==> src/rtl/s_vec_reader.sv <==
// s_vec_reader: streams one 256-coefficient secret polynomial from a 64-bit
// wide registered ROM, decoding sixteen 4-bit sign-magnitude nibbles per word
// into 13-bit two's-complement coefficients behind a valid/ready handshake.
module s_vec_reader (
  input  logic        clk,
  input  logic        rst,
  input  logic        start,
  output logic [6:0]  s_address,
  input  logic [63:0] s_vec_64,
  output logic [12:0] coeff_out,
  output logic [7:0]  coeff_index,
  output logic        coeff_valid,
  input  logic        coeff_ready,
  output logic        busy,
  output logic        done
);

  typedef enum logic [2:0] {
    S_IDLE,
    S_REQ,
    S_WAIT,
    S_EMIT,
    S_DONE
  } state_t;

  state_t      state_q, state_d;
  logic [3:0]  word_cnt_q, word_cnt_d;
  logic [3:0]  nib_cnt_q, nib_cnt_d;
  logic [63:0] word_q, word_d;
  logic [12:0] coeff_q, coeff_d;
  logic        valid_q, valid_d;
  logic        busy_q, busy_d;
  logic        done_q, done_d;

  logic [3:0]  nib_next;
  logic [63:0] word_shifted;

  // Sign-magnitude nibble to 13-bit two's complement; -0 falls out as 0.
  function automatic logic [12:0] decode_nib(input logic [3:0] nib);
    logic [12:0] mag;
    mag = {10'd0, nib[2:0]};
    return nib[3] ? (13'd0 - mag) : mag;
  endfunction

  assign nib_next     = nib_cnt_q + 4'd1;
  assign word_shifted = word_q >> {nib_next, 2'b00};

  // Next-state and datapath: the coefficient register is loaded one step
  // ahead so coeff_out is valid in the first EMIT cycle.
  always_comb begin
    state_d    = state_q;
    word_cnt_d = word_cnt_q;
    nib_cnt_d  = nib_cnt_q;
    word_d     = word_q;
    coeff_d    = coeff_q;
    valid_d    = valid_q;
    busy_d     = busy_q;
    done_d     = 1'b0;
    case (state_q)
      S_IDLE: begin
        if (start) begin
          word_cnt_d = 4'd0;
          nib_cnt_d  = 4'd0;
          busy_d     = 1'b1;
          state_d    = S_REQ;
        end
      end
      S_REQ: begin
        state_d = S_WAIT;
      end
      S_WAIT: begin
        word_d    = s_vec_64;
        nib_cnt_d = 4'd0;
        coeff_d   = decode_nib(s_vec_64[3:0]);
        valid_d   = 1'b1;
        state_d   = S_EMIT;
      end
      S_EMIT: begin
        if (coeff_ready) begin
          if (nib_cnt_q != 4'd15) begin
            nib_cnt_d = nib_next;
            coeff_d   = decode_nib(word_shifted[3:0]);
          end else begin
            valid_d = 1'b0;
            if (word_cnt_q != 4'd15) begin
              word_cnt_d = word_cnt_q + 4'd1;
              state_d    = S_REQ;
            end else begin
              done_d  = 1'b1;
              state_d = S_DONE;
            end
          end
        end
      end
      S_DONE: begin
        busy_d  = 1'b0;
        state_d = S_IDLE;
      end
      default: begin
        state_d = S_IDLE;
      end
    endcase
  end

  // State and output registers, all cleared by the asynchronous reset.
  always_ff @(posedge clk or posedge rst) begin
    if (rst) begin
      state_q    <= S_IDLE;
      word_cnt_q <= 4'd0;
      nib_cnt_q  <= 4'd0;
      word_q     <= 64'd0;
      coeff_q    <= 13'd0;
      valid_q    <= 1'b0;
      busy_q     <= 1'b0;
      done_q     <= 1'b0;
    end else begin
      state_q    <= state_d;
      word_cnt_q <= word_cnt_d;
      nib_cnt_q  <= nib_cnt_d;
      word_q     <= word_d;
      coeff_q    <= coeff_d;
      valid_q    <= valid_d;
      busy_q     <= busy_d;
      done_q     <= done_d;
    end
  end

  assign s_address   = {3'b000, word_cnt_q};
  assign coeff_index = {word_cnt_q, nib_cnt_q};
  assign coeff_out   = coeff_q;
  assign coeff_valid = valid_q;
  assign busy        = busy_q;
  assign done        = done_q;

endmodule

==> config.mk <==
export PLATFORM = sky130hd
export DESIGN_NAME = s_vec_reader
export DESIGN_NICKNAME = d
export VERILOG_FILES = /design/src/rtl/s_vec_reader.sv
export SDC_FILE = /design/constraint.sdc
export NUM_CORES = 1
export LEC_CHECK = 0
export ABC_AREA = 0
export ABC_CLOCK_PERIOD_IN_PS = 3600
export CORE_MARGIN = 5
export CORE_UTILIZATION = 50
export DETAILED_ROUTE_END_ITERATION = 8
export PLACE_DENSITY = 0.81
export RECOVER_POWER = 50
export SYNTH_ARGS = -nofsm -noshare
export SYNTH_HDL_FRONTEND = slang
export SYNTH_SLANG_ARGS = --single-unit
==> constraint.sdc <==
create_clock -name clk -period 3.6 [get_ports clk]
set_input_delay 0.9 -clock clk [delete_from_list [all_inputs] [get_ports clk]]
set_output_delay 0.9 -clock clk [all_outputs]
set_load 0.03 [all_outputs]
==> impl_metrics.env <==
export IMPL_setup_viol=0
export IMPL_grt_pass1_vias=2873
export IMPL_avgViaCountPerCell=5.42
export IMPL_min_from="word_q[18]"
export IMPL_syn_area_sq_mm=0.00401
export IMPL_diodes=0
export IMPL_rows=32
export IMPL_initial_core_util_pct=51.6
export IMPL_worstPathMaxFanout=12
export IMPL_r2r_setup_slack_ps=730
export IMPL_drt_initial_drc_count=94
export IMPL_root_buffer="clkbuf_8"
export IMPL_crit_type="flip-flop to flip-flop"
export IMPL_hpwl_mm=6.45
export IMPL_grt_pass1_wl_mm=14.1
export IMPL_chipWidth_microns=99.6
export IMPL_crit_required_ps=3830
export IMPL_max_freq_mhz=348
export IMPL_p_per_area_mw_per_mm2=846
export IMPL_r2r_end="coeff_out[2]"
export IMPL_vias=2711
export IMPL_synth_top_cell_area_share_pct=51.2
export IMPL_fin_crit_ps=2870
export IMPL_ir_drop_mv=0.346
export IMPL_finalWirelength_mm=8.54
export IMPL_ys_async_sr_fraction_pct=100
export IMPL_rsz0062_at_grt="no"
export IMPL_grt_max_degree=53
export IMPL_endpoint_kind="flip-flop"
export IMPL_reg2reg_from="nib_cnt_q[1]"
export IMPL_cellLeakagePower_nw=2.26
export IMPL_synthTopCellsByCount="82 x dfrtp_1, 67 x mux2_2, 21 x nor2_1"
export IMPL_drc=0
export IMPL_postCtsHoldBufs=0
export IMPL_port_buffers=95
export IMPL_synth_most_common_cell="dfrtp_1"
export IMPL_cts_resized=0
export IMPL_hp_class="flip-flop to flip-flop"
export IMPL_core_area_sq_mm=0.00777
export IMPL_track_usage_pct=17.8
export IMPL_drive_above_1_share_pct=25.9
export IMPL_timing_setup_tns_ps=0
export IMPL_syn_avg_cell_area_sq_um=13.1
export IMPL_clk_pin_slew_ps=80
export IMPL_h_tree_depth=3
export IMPL_synth_top_cell_by_area="dfrtp_1"
export IMPL_yosysWarningCount=0
export IMPL_cts_setup_buffers=0
export IMPL_antenna_found_initial=0
export IMPL_insertion_delay_ps=340
export IMPL_ys_types=37
export IMPL_drt_pass1_iter_count=4
export IMPL_final_hold_viol_count=0
export IMPL_ys_seq_area_share_pct=51.2
export IMPL_cts_tree="built"
export IMPL_dieHeight_microns=99.6
export IMPL_ant_nets=0
export IMPL_crit_arrival_ps=3100
export IMPL_clock_path_buffers=2
export IMPL_rr_worst_depth=11
export IMPL_cap_violations=0
export IMPL_wl_per_cell_microns=17.1
export IMPL_ios=99
export IMPL_clkSinkCount=82
export IMPL_post_route_period_util_pct=79.8
export IMPL_min_to="word_q[18]"
export IMPL_gp_congestion=0.814
export IMPL_area_delta_synth_final_pct=29.8
export IMPL_tightest_slew_ps=1460
export IMPL_ys_ff_latch=82
export IMPL_fin_cells=500
export IMPL_numCtsBuffers=9
export IMPL_postLayoutCoreUtil_pct=67.0
export IMPL_max_slew_margin_rel_pct=2.68
export IMPL_synth_edff_count=0
export IMPL_synth_area_leaders="dfrtp_1 51%, mux2_2 19%, mux2i_1 4.7%, mux4_2 4.5%, buf_4 3.0%"
export IMPL_drv_slew=0
export IMPL_dp_cells=485
export IMPL_grt_overflow=0
export IMPL_dieArea_sq_mm=0.00991
export IMPL_fin_skew_ps=9.70
export IMPL_synth_ff_type="dfrtp_1"
export IMPL_hold_depth=1
export IMPL_cp_start_kind="flip-flop"
export IMPL_num_nets_final=466
export IMPL_status="finished clean"
export IMPL_syn_inst=307
==> per-stage QoR <==
stage          hold slack [ps]  setup slack [ps]  instance area [sq um]  power [mW]
2_1_floorplan              472               592                   4020        3.15
3_3_place_gp               486               811                   4990        3.66
3_5_place_dp               494               702                   4990        3.71
4_1_cts                    512               691                   5210        4.45
5_1_grt                    522               542                   5200        4.68
6_report                   510               727                   5200        4.40
==> how the worst max path moves through the flow <==
stage / cells past startpoint / from / endpoint / slack [ps]
final: 11 / nib_cnt_q[1] / coeff_out[2] / 730
after global routing: 11 / nib_cnt_q[1] / coeff_out[2] / 540
after CTS: 11 / nib_cnt_q[1] / coeff_out[2] / 690
after detailed placement: 11 / nib_cnt_q[1] / coeff_out[2] / 700
after global placement: 11 / nib_cnt_q[1] / coeff_out[2] / 810
after floorplan: 1 / rst / busy / 590
==> flip-flops by register name, indices dropped and copies added, names as in the netlist <==
signal,count
word_q,64
coeff_out,4
nib_cnt_q,4
word_cnt_q,4
state_q,3
busy,1
coeff_valid,1
done,1
==> final cells by class <==
type	instances	area, sq um
fill	575	2560
sequential	82	2050
multi-input combinational	195	1780
timing repair buffer	102	1020
clock buffer	11	141
tap	102	128
clock inverter	4	76.3
inverter	4	16.3
==> critical path: stages (launching register included) <==
cell,delay [ps]
dfrtp_1,420
ha_1,300
xnor2_4,500
buf_4,270
mux2i_1,80
a221oi_1,290
a32oi_2,170
ha_1,210
nand2b_1,140
xnor2_1,150
nor2_1,50
o22a_1,170
==> routing by layer <==
metal	up-vias	wire length [microns]	GRT usage, %	part of all wire (%)
met5	-	0	0	0
li1	1262	-	-	-
met4	0	67	3.78	0.78
met2	93	4220	29.7	49
met1	1349	3750	23.6	44
met3	7	501	4.70	5.9
==> power breakdown <==
part	switching (mW)	internal, mW	leakage, nW
combinational	0.970	1.13	1.14
sequential	0.270	1.31	1.02
clock	0.315	0.407	0.106
total	1.56	2.85	2.26
==> cells in the final DEF (no fill, tap or decap), types with 2 or more instances in the layout <==
master / netlist / final
inv_1: 4 / 3
mux4_1: 2 / 2
nand2b_1: 2 / 2
nor2b_1: 5 / 5
xnor2_1: 2 / 2
clkdlybuf4s50_1: 0 / 92
mux4_2: 8 / 8
dlygate4sd3_1: 0 / 3
mux2_2: 67 / 67
bufinv_16: 0 / 2
mux2i_1: 19 / 19
conb_1: 1 / 3
nand2_1: 14 / 14
a41oi_2: 2 / 2
dfrtp_1: 82 / 82
nor3_1: 4 / 4
nand3_1: 8 / 8
nor2_1: 21 / 20
clkbuf_8: 0 / 10
ha_1: 4 / 4
xor2_1: 2 / 2
nand4_1: 2 / 2
buf_4: 16 / 6
a21oi_1: 8 / 8
o21ai_0: 8 / 8
a22oi_1: 2 / 2
==> logic make-up (layout without fill, tap and decap cells) <==
family | Yosys count | after routing | share of synthesized area [%]
and+or+nand+nor | 59 | 59 | 6.77
buffers and inverters | 32 | 121 | 4.81
AOI/OAI and AO/OA | 28 | 28 | 4.99
DFF | 82 | 82 | 51.2
other | 1 | 3 | 0.0935
muxes | 96 | 96 | 29.4
xor gates and xnor gates | 5 | 5 | 1.56
adders and majority gates | 4 | 4 | 1.25
Power figures use the tool's default switching activity.
